--- config.mk ---
export PLATFORM = sky130hd
export DESIGN_NAME = rr_priority_arbiter
export DESIGN_NICKNAME = d
export VERILOG_FILES = /design/src/rtl/rr_priority_arbiter.sv
export SDC_FILE = /design/constraint.sdc
export NUM_CORES = 1
export LEC_CHECK = 0
export CORE_UTILIZATION = 36
export DETAILED_ROUTE_END_ITERATION = 7
export MAX_ROUTING_LAYER = met4
export PLACE_DENSITY = 0.63
export REMOVE_ABC_BUFFERS = 1
export SYNTH_ARGS = -nofsm -noshare
export SYNTH_HDL_FRONTEND = slang
export SYNTH_SLANG_ARGS = --single-unit
--- constraint.sdc ---
create_clock -name clk -period 3.67 [get_ports clk]
set_input_delay 0.734 -clock clk [delete_from_list [all_inputs] [get_ports clk]]
set_output_delay 0.734 -clock clk [all_outputs]
set_load 0.01 [all_outputs]
--- src/rtl/rr_priority_arbiter.sv ---
// Registered N-port arbiter: fixed or round-robin priority, optional grant hold with
// request-drop or acknowledge release. Define RR_PRIORITY_ARBITER_GRANT_CNT_EN to add grant_count.
module rr_priority_arbiter #(
   parameter int    PORTS                = 4,
   parameter int    ENC_W                = (PORTS > 1) ? $clog2(PORTS) : 1,
   parameter int    ARB_TYPE_ROUND_ROBIN = 1,
   parameter int    ARB_BLOCK            = 1,
   parameter int    ARB_BLOCK_ACK        = 0,
   parameter string LSB_PRIORITY         = "LOW"
) (
   input  logic             clk,
   input  logic             rst,
   input  logic [PORTS-1:0] request,
   input  logic [PORTS-1:0] acknowledge,
   output logic [PORTS-1:0] grant,
   output logic             grant_valid,
   output logic [ENC_W-1:0] grant_encoded
`ifdef RR_PRIORITY_ARBITER_GRANT_CNT_EN
   ,
   output logic [31:0]      grant_count
`endif
);

   localparam bit PRIO_HIGH = (LSB_PRIORITY == "HIGH");
   localparam bit USE_RR    = (ARB_TYPE_ROUND_ROBIN != 0);
   localparam bit USE_BLOCK = (ARB_BLOCK != 0);
   localparam bit USE_ACK   = (ARB_BLOCK != 0) && (ARB_BLOCK_ACK != 0);

   typedef enum logic {
      IDLE,
      HOLD
   } state_t;

   state_t           state_q, state_d;
   logic [PORTS-1:0] mask_q, mask_d;
   logic [PORTS-1:0] grant_d;
   logic             valid_d;
   logic [ENC_W-1:0] enc_d;

   logic [PORTS-1:0] masked;
   logic [PORTS-1:0] sel_src;
   logic [ENC_W-1:0] sel_idx;
   logic             any_req;
   logic             hold_release;
   logic             arb;
   logic             new_grant;

   // Lowest set index wins for "LOW", highest for "HIGH": the last hit in the loop order wins.
   function automatic logic [ENC_W-1:0] prio_enc(input logic [PORTS-1:0] vec);
      logic [ENC_W-1:0] idx;
      idx = '0;
      if (PRIO_HIGH) begin
         for (int i = 0; i < PORTS; i++)
            if (vec[i]) idx = ENC_W'(i);
      end else begin
         for (int i = PORTS - 1; i >= 0; i--)
            if (vec[i]) idx = ENC_W'(i);
      end
      return idx;
   endfunction

   // Mask keeps only ports strictly behind the winner in priority order; empty reloads to all ones.
   function automatic logic [PORTS-1:0] next_mask(input logic [ENC_W-1:0] k);
      logic [PORTS-1:0] m;
      m = '0;
      for (int i = 0; i < PORTS; i++)
         m[i] = PRIO_HIGH ? (i < int'(k)) : (i > int'(k));
      if (m == '0) m = '1;
      return m;
   endfunction

   always_comb begin
      // NOTE: every variable gets a default before any branch so no latch is inferred.
      masked       = request & mask_q;
      sel_src      = (USE_RR && (masked != '0)) ? masked : request;
      sel_idx      = prio_enc(sel_src);
      any_req      = (request != '0);
      hold_release = USE_ACK ? acknowledge[grant_encoded] : !request[grant_encoded];

      state_d   = state_q;
      mask_d    = mask_q;
      grant_d   = grant;
      valid_d   = grant_valid;
      enc_d     = grant_encoded;
      new_grant = 1'b0;

      if (!USE_BLOCK) begin
         arb = 1'b1;
      end else begin
         case (state_q)
            IDLE:    arb = 1'b1;
            HOLD:    arb = hold_release;
            default: arb = 1'b1;
         endcase
      end

      if (arb) begin
         if (any_req) begin
            grant_d          = '0;
            grant_d[sel_idx] = 1'b1;
            valid_d          = 1'b1;
            enc_d            = sel_idx;
            state_d          = USE_BLOCK ? HOLD : IDLE;
            if (USE_RR) mask_d = next_mask(sel_idx);
            new_grant = USE_BLOCK ? 1'b1 : (!grant_valid || (sel_idx != grant_encoded));
         end else begin
            // Encoded index is left at its last value while nothing is granted.
            grant_d = '0;
            valid_d = 1'b0;
            state_d = IDLE;
         end
      end
   end

   // NOTE: sequential state uses non-blocking assignments so all registers update together.
   always_ff @(posedge clk or posedge rst) begin
      if (rst) begin
         state_q       <= IDLE;
         mask_q        <= '1;
         grant         <= '0;
         grant_valid   <= 1'b0;
         grant_encoded <= '0;
      end else begin
         state_q       <= state_d;
         mask_q        <= mask_d;
         grant         <= grant_d;
         grant_valid   <= valid_d;
         grant_encoded <= enc_d;
      end
   end

`ifdef RR_PRIORITY_ARBITER_GRANT_CNT_EN
   logic [31:0] count_q;

   always_ff @(posedge clk or posedge rst) begin
      if (rst)            count_q <= '0;
      else if (new_grant) count_q <= count_q + 32'd1;
   end

   assign grant_count = count_q;
`else
   logic unused_new_grant;
   assign unused_new_grant = new_grant;
`endif

endmodule

# Word-level counts from Yosys, hierarchy flattened
# Index checks and enable logic that the tools add are counted.
# totals
regBits	11
inputBits	10
output_inout_bits	7
elab_cells	31
# classes
n_lt_le_gt_ge	6
n_mux	13
bitwise_logic	2
n_reduce_logical	6
# ops
operator	count
4-bit 2-to-1 mux	3
2-bit 2-to-1 mux	4
4-bit nonzero test	2
2-bit by 3-bit < comparator with 1-bit output (second input constant)	2
4-bit AND	1
2-bit greater-than comparator (first input constant)	2
3-bit zero test	1
1-bit 2-to-1 mux	3
1-bit binary-select mux with 2-bit select	1
1-bit demux with 2-bit select	1
2-bit by 1-bit >= comparator with 1-bit output (second input constant)	1
1-bit by 2-bit greater-than comparator with 1-bit output (first input constant)	1
1-bit one-hot mux with 2 select lines	1
2-bit AND reduction	1
1-bit logical AND	1
1-bit zero test	1
1-bit inverter	1

# Logic depth before layout (Yosys ltp)
# Gate-level depths: netlist of run 1.
# depth
word_depth	12
mapped_depth	7
mapped_depth_nobuf	7

# Worst setup path after synthesis of run 1
# Ideal clock, no wire load.
# synth_timing
kind	input port to flip-flop
from	input request[0]
to	register mask_q[1]
setup_ps	73
arrival_ps	2142
t_required_ps	3597
setup_slack_ps	1455
path_stages	6
path_buffers	0
path_cell_list	or3b_1 -> a32o_1 -> a22oi_1 -> inv_1 -> ha_1 -> a21oi_1
# synth_via
elab_chain_cells	10
elab_cells_between_ends	18
cone_classes	3 x order compare; 9 x mux; 1 x bitwise; 5 x reduce/logical
# synth_lines
element	line_no	source
start: declaration	13	input logic [PORTS-1:0] request,
4-bit AND	74	masked = request & mask_q;
4-bit nonzero test	75	sel_src = (USE_RR && (masked != '0)) ? masked : request;
4-bit 2-to-1 mux (*)	75	
2-bit 2-to-1 mux (3 in a row)	57	if (vec[i]) idx = ENC_W'(i);
2-bit 2-to-1 mux (*)	57	
named net sel_idx[0]	42	logic [ENC_W-1:0] sel_idx;
1-bit by 2-bit greater-than comparator with 1-bit output or 2-bit greater-than comparator (tied branches)	67	m[i] = PRIO_HIGH ? (i < int'(k)) : (i > int'(k));
3-bit zero test	68	if (m == '0) m = '1;
4-bit 2-to-1 mux (*)	68	
end signal: assignment	125	mask_q <= mask_d;
end: declaration	35	logic [PORTS-1:0] mask_q, mask_d;
# The timed path passes the listed nets; every way through them passes the cells marked *. The select of a mux whose other input is x is not followed.
# A chain may end at the register's enable or synchronous reset.

# Final worst setup path of run 1
# Same ends and word-level chain as after synthesis.

==> results of run 1 <==
==> cell type report <==
cell class | count | area (um^2) | area share (%)
Multi-Input combinational cell | 44 | 343 | 41.3
Sequential cell | 11 | 280 | 33.8
Inverter | 4 | 15.0 | 1.81
Timing Repair Buffer | 14 | 135 | 16.3
Tap cell | 24 | 30.0 | 3.62
Clock buffer | 4 | 26.3 | 3.17
==> through the flow <==
| step | cells | power, W | worst slack (ns) | util, % |
|---|---|---|---|---|
| floorplan | 59 | 0.000405 | 1.46 | - |
| global placement | 97 | 0.000515 | 0.925 | 50.4 |
| detailed placement | 97 | 0.000524 | 0.916 | 50.4 |
| CTS | 101 | 0.000613 | 1.19 | 52.0 |
| global route | 101 | 0.000658 | 1.07 | 52.0 |
| finish | 101 | 0.000604 | 1.19 | 52.0 |
==> flip-flops by register name (all words and copies together) (netlist names) <==
register	flops
state_q	1
grant	4
mask_q	4
grant_encoded	2
==> worst paths after layout <==
path,end,slack [ns],cells after the start
max in group asynchronous,mask_q[3],2.57,2
min in group asynchronous,grant[1],0.76,2
setup / recovery,mask_q[1],1.19,8
setup reg to reg,grant_encoded[0],1.88,3
hold / removal,grant[3],0.50,2
hold reg to reg,grant[3],0.50,2
==> power groups by stage <==
stage / registers, W / clock network [W] / logic (W)
3_5_place_dp: 0.000227 / 0 / 0.000297
2_1_floorplan: 0.000231 / 0 / 0.000175
3_3_place_gp: 0.000225 / 0 / 0.000289
4_1_cts: 0.000225 / 0.0000890 / 0.000299
6_report: 0.000224 / 0.0000849 / 0.000295
5_1_grt: 0.000232 / 0.0000914 / 0.000334
==> worst register-to-register path, delay by kind of cell, from the launching register on <==
family          cells  cell delay, ns
mux                 2            0.94
compound gates      1            0.35
flops               1            0.39
==> layout by cell type, fill, tap and decap left out, drive strengths merged <==
| master | synthesis | layout |
|---|---|---|
| clkdlybuf4s50 | 0 | 12 |
| nand3 | 8 | 8 |
| nand2 | 7 | 7 |
| dfrtp | 7 | 7 |
| ha | 6 | 6 |
| inv | 4 | 4 |
| dfstp | 4 | 4 |
| clkbuf | 0 | 4 |
| mux2 | 3 | 3 |
| nor2 | 3 | 3 |
| a22oi | 3 | 3 |
| a21oi | 2 | 2 |
| o21a | 2 | 2 |
| buf | 1 | 2 |
| o21ai | 2 | 2 |
| mux4 | 1 | 1 |
| or4 | 1 | 1 |
| a21boi | 1 | 1 |
| or3b | 1 | 1 |
| nand2b | 1 | 1 |
| a32o | 1 | 1 |
| a31oi | 1 | 1 |
| a211oi | 1 | 1 |
==> cell families (layout without fill, tap and decap cells) <==
logic type	Yosys count	after routing	share of synthesized area, %
adder cells (fa/ha/maj)	6	6	11.7
flip-flops	11	11	43.6
multiplexers	4	4	10.5
AND/OR/NAND/NOR	21	21	15.6
AO/OA/AOI/OAI	13	13	15.6
buffers and inverters	5	22	3.11
==> layer usage <==
layer / global-route usage [%] / vias to the layer above / wire [um]
li1: - / 250 / -
met1: 23.1 / 244 / 662
met2: 22.9 / 9 / 572
met3: 6.12 / 2 / 49
met4: 5.45 / 0 / 6
met5: - / - / 0
==> reports/qor.csv, run 1 <==
stage;metric;value;unit
floorplan;die_x;44.3;um
synth;netlist_top_cells_area;sky130_fd_sc_hd__dfrtp_1 27%, sky130_fd_sc_hd__dfstp_2 16%, sky130_fd_sc_hd__ha_1 12%;
pwr;powerDensity;728;nW/um^2
outcome;failing_checks;design-rule violations;
pwr;leakagePower;0.383;nW
floorplan;core-area;1590;um^2
pwr;switching_power;0.000218;W
worst_setup_path;crit-reg2reg-launch;grant_encoded[1];
layout;antenna_cells_inserted;0;
routing;wl;1.29;mm
sta;worstMarginPinSlew;0.449;ns
synth;synth_cells;60;
layout;final_area;830;um^2
worst_setup_path;cp_data_arrival_time;2.69;ns
sta;hold_violations;0;
routing;detail_route.vias_per_cell;5.00;
place;post_dp_cell_area;803;um^2
sta;fmaxAchievable;403;MHz
sta;setup_viol;0;
worst_setup_path;worst-endpoint-required;3.88;ns
place;gp_routability_congestion;0.716;
grt;pin_count_of_the_biggest_net_entering_global_routing;12;
routing;route.detailed.drc;2;
sta;setup_tns;0;ns
min_path;hold_path_class;register to register;
routing;ant_nets_after_route;0;
worst_setup_path;timing.setup.critical_path_class;primary input to register;
clocking;cts_tree;yes;
clocking;clk_pin_slew_worst_paths;0.08;ns
grt;vias_in_the_first_global_route;509;
pwr;power.clock.fraction;14.1;%
grt;grt_pass1_wl;2.29;mm
clocking;cts.sink_count;11;
synth;yosys.cell_count.top_type;sky130_fd_sc_hd__nand3_1;
pwr;peakVddDrop;0.335;mV
synth;synth_enable_flop_cells;0;
floorplan;fp.dieH;44.3;um
worst_setup_path;setup.worst_path.end_class;register;
pwr;p_comb_share;48.8;%
worst_setup_path;critPathMaxFanout;7;
floorplan;fp.dieArea;1960;um^2
worst_setup_path;cp_top_delay_family;buffers and inverters;
worst_setup_path;timing.critical_path.cells;clkdlybuf4s50_1 -> or3b_1 -> a32o_1 -> a22oi_1 -> buf_4 -> inv_1 -> ha_1 -> a21oi_1;
sta;finClkSkew;0.00751;ns
pwr;seq_power_share;37.1;%
clocking;numCtsBuffers;3;
place;hpwl;975;um
clocking;postCtsSetupBuffers;0;
synth;synth_largest_area_cell;sky130_fd_sc_hd__dfrtp_1;
routing;num_vias;505;
synth;postSynthRegisterBits;11;
synth;dominantRegCellSynth;sky130_fd_sc_hd__dfrtp_1;
outcome;run_status;finished, violations left;
routing;drt_first_pass_iters;6;
sta;grt_setup_unrepaired;no;
synth;yosys_warnings;0;
worst_setup_path;critical_path.n_buffers_inverters;3;
worst_setup_path;critPathSlowestCell;sky130_fd_sc_hd__clkdlybuf4s50_1;
sta;maxSlewHeadroom;70.0;%
synth;synth.cells.most_frequent;8 x sky130_fd_sc_hd__nand3_1, 7 x sky130_fd_sc_hd__dfrtp_1, 7 x sky130_fd_sc_hd__nand2_1;
clocking;maximum_level_of_the_cts_h_tree;1;
layout;drive_gt1_share;18.2;%
synth;asyncSetResetFlopFracSynth;100;%
layout;fillers;157;
pwr;swShare;36.2;%
floorplan;floorplan.rows;14;
grt;initial_antenna_violation_count;0;
grt;gr-usage-all-layers;16.8;%
clocking;ctsLongestPathBuffers;2;
routing;wl_per_cell;12.8;um
pwr;p_int;0.000385;W
routing;drt_iter0_drc;15;
min_path;worstHoldStart;grant[3];
floorplan;initial_utilization;40.3;%
synth;yosysSeqAreaShare;43.6;%
worst_setup_path;crit_path_launch;request[0];
sta;fin_hold_ws;0.501;ns
synth;syn_avg_cell_area;10.7;um^2
place;place.port_buffers;12;
synth;synth_top_area_share;27.2;%
worst_setup_path;setup_crit_start_kind;primary input;
layout;area_growth;29.0;%
grt;grt_overflow;0;
sta;final_count_of_pins_violating_max_slew;0;
clocking;root_cell_of_the_clock_tree;sky130_fd_sc_hd__clkbuf_4;
run;maxCapViolations;0;
clocking;cts.hold.buffers_added;0;
synth;synth.distinct_cells;22;
worst_setup_path;timing.critical_path.slowest_cell_delay;0.51;ns
layout;num-nets-final;94;
clocking;post_cts.resized_instances;0;
floorplan;design.portCount;17;
sta;post_route_minimum_period;2.48;ns
sta;layout_worst_path_cycle_share;67.6;%
synth;syn_area;643;um^2
clocking;insertion_delay;0.27;ns
Power figures use the tool's default switching activity.
==> run 2: changes to the inputs <==
PLACE_DENSITY = 0.66   (was 0.63)
clock period = 2.05 ns   (was 3.67 ns; I/O delays follow)
==> run 2 against run 1 <==
  * The flow now finishes without violations
  * Highest routed layer unchanged
  * Flip-flop and latch count did not move
  * Final area rose by 8.0%
  * Clock-buffer cell count fell by 1
  * Critical endpoint is now grant_encoded[0]
  * Sequential share of layout area fell by 2.5 points
  * Worst hold slack got worse by 0.075 ns
  * First-iteration DRC count fell by 47%
  * Critical path depth fell by 3
  * Critical path type unchanged
  * Sequential power rose by 78%
==> reports/qor.csv, run 2 (synthesized netlist as in run 1, its figures left out) <==
stage;metric;value;unit
layout;final_cell_count_no_fill;109;
layout;register_area;280;um^2
worst_setup_path;timing.setup.critical_path_class;primary input to register;
sta;setup_slack;0.0855;ns
worst_setup_path;crit_path_launch;request[3];
floorplan;floorplan.rows;14;
clocking;clk_pin_slew_worst_paths;0.07;ns
worst_setup_path;critPathMaxFanout;6;
routing;met2WireLength;622;um
layout;area_growth;39.3;%
sta;fin_hold_ws;0.426;ns
layout;most-common-layout-cells;12 x sky130_fd_sc_hd__clkdlybuf4s50_1, 10 x sky130_fd_sc_hd__buf_4, 8 x sky130_fd_sc_hd__nand3_1, 7 x sky130_fd_sc_hd__nand2_1, 7 x sky130_fd_sc_hd__dfrtp_1;
clocking;insertion_delay;0.26;ns
grt;gr-usage-all-layers;16.4;%
floorplan;initial_utilization;40.3;%
grt;vias_in_the_first_global_route;533;
worst_setup_path;crit-reg2reg-capture;mask_q[1];
routing;route.detailed.drc;0;
grt;grt_overflow;0;
worst_setup_path;worst-endpoint-required;2.20;ns
routing;met3_length;28;um
routing;wl_per_cell;12.3;um
routing;ant_nets_after_route;0;
worst_setup_path;crit-reg2reg-launch;mask_q[3];
layout;multi_input_comb_area;348;um^2
pwr;powerDensity;1260;nW/um^2
worst_setup_path;timing.critical_path.slowest_cell_delay;0.52;ns
sta;layout_worst_path_cycle_share;95.8;%
place;gp_routability_congestion;0.794;
sta;post_route_minimum_period;1.96;ns
sta;worstMarginPinSlew;0.412;ns
routing;num_vias;532;
routing;drt_first_pass_iters;6;
layout;fillers;146;
routing;drt_iter0_drc;8;
sta;final_count_of_pins_violating_max_slew;0;
routing;dr.max_layer_used;met4;
layout;antenna_cells_inserted;0;
min_path;hold_path_class;primary input to async pin;
sta;maxSlewHeadroom;72.5;%
clocking;numCtsBuffers;3;
place;post-place-ws;-0.212;ns
place;place.port_buffers;12;
sta;grt_setup_unrepaired;no;
grt;pin_count_of_the_biggest_net_entering_global_routing;12;
outcome;run_status;finished, final reports clean;
sta;setup_viol;0;
floorplan;fp.dieArea;1960;um^2
worst_setup_path;setup.worst_path.end_class;register;
clocking;cts.sink_count;11;
grt;initial_antenna_violation_count;0;
sta;hold_violations;0;
clocking;post_cts.resized_instances;0;
worst_setup_path;setup_crit_start_kind;primary input;
routing;wl;1.35;mm
clocking;ctsLongestPathBuffers;2;
layout;biggestRegsByFlops;grant: 4 flops, mask_q: 4 flops, grant_encoded: 2 flops;
floorplan;fp.dieH;44.3;um
sta;fmaxAchievable;509;MHz
worst_setup_path;timing.critical_path.cells;clkdlybuf4s50_1 -> buf_4 -> mux4_2 -> a21boi_4 -> mux2_4;
grt;grt_pass1_wl;2.24;mm
routing;wl_met1;678;um
layout;drive_gt1_share;29.4;%
place;hpwl;1.05;mm
floorplan;design.portCount;17;
floorplan;core-area;1590;um^2
worst_setup_path;critPathSlowestCell;sky130_fd_sc_hd__mux4_2;
clocking;cts_tree;yes;
clocking;postCtsSetupBuffers;0;
routing;detail_route.vias_per_cell;4.88;
worst_setup_path;reg2reg_setup_slack;0.30;ns
run;maxCapViolations;0;
layout;num-nets-final;102;
sta;finClkSkew;0.00218;ns
clocking;root_cell_of_the_clock_tree;sky130_fd_sc_hd__clkbuf_4;
place;place.detailed.instances;105;
worst_setup_path;worst_r2r_path_depth;7;
pwr;peakVddDrop;0.692;mV
layout;mostFrequentLayoutCell;sky130_fd_sc_hd__clkdlybuf4s50_1;
clocking;maximum_level_of_the_cts_h_tree;1;
clocking;cts.hold.buffers_added;0;
floorplan;die_x;44.3;um
worst_setup_path;cp_data_arrival_time;2.12;ns
pwr;leakagePower;0.422;nW
## run 2: how the worst max path moves through the flow
| stage | cells past startpoint | slack (ns) | end |
|---|---|---|---|
| global route | 9 | 0.01 | mask_q[1] |
| floorplan | 6 | 0.16 | mask_q[1] |
| finish | 5 | 0.09 | grant_encoded[0] |
| detailed placement | 7 | -0.21 | mask_q[1] |
| CTS | 7 | 0.06 | mask_q[1] |
| global placement | 7 | -0.22 | mask_q[1] |
## run 2: per-stage QoR
| step | total power [W] | cell area, um^2 | setup TNS [ns] | util [%] |
|---|---|---|---|---|
| finish | 0.00112 | 896 | 0 | 56.2 |
| floorplan | 0.000726 | 638 | 0 | - |
| detailed placement | 0.000979 | 863 | -1.62 | 54.2 |
| global route | 0.00121 | 896 | 0 | 56.2 |
| global placement | 0.000971 | 863 | -1.62 | 54.2 |
| CTS | 0.00113 | 891 | 0 | 55.9 |
## run 2: power by group
| group | internal (W) | leakage [nW] | switching [W] |
|---|---|---|---|
| clock | 0.0000721 | 0.0177 | 0.0000734 |
| sequential | 0.000329 | 0.127 | 0.0000698 |
| combinational | 0.000326 | 0.277 | 0.000254 |
## run 2: final cells by class
class                   instances  area share, %
clock inverters                 1          0.559
inverters                       4           1.68
clock buffers                   3           2.51
well taps                      24           3.35
multi-input cells              44           38.8
flip-flops and latches         11           31.3
repair buffers                 22           21.8
## run 2: critical path, delay by kind of cell
kind | cells | cell delay [ns]
AO/OA/AOI/OAI | 1 | 0.29
multiplexers | 2 | 0.85
buffers and inverters | 2 | 0.57
## run 2: per-layer routing
| metal | vias up | track usage [%] |
|---|---|---|
| met4 | 0 | 5.45 |
| met1 | 254 | 20.0 |
| met5 | - | - |
| met2 | 8 | 25.6 |
| met3 | 2 | 5.31 |
| li1 | 268 | - |
==> run 3: changes to the inputs <==
CTS_CLUSTER_DIAMETER = 120   (was not set)
==> results of run 3 <==
Final layout, timing and power as in run 2 (identical DEF).
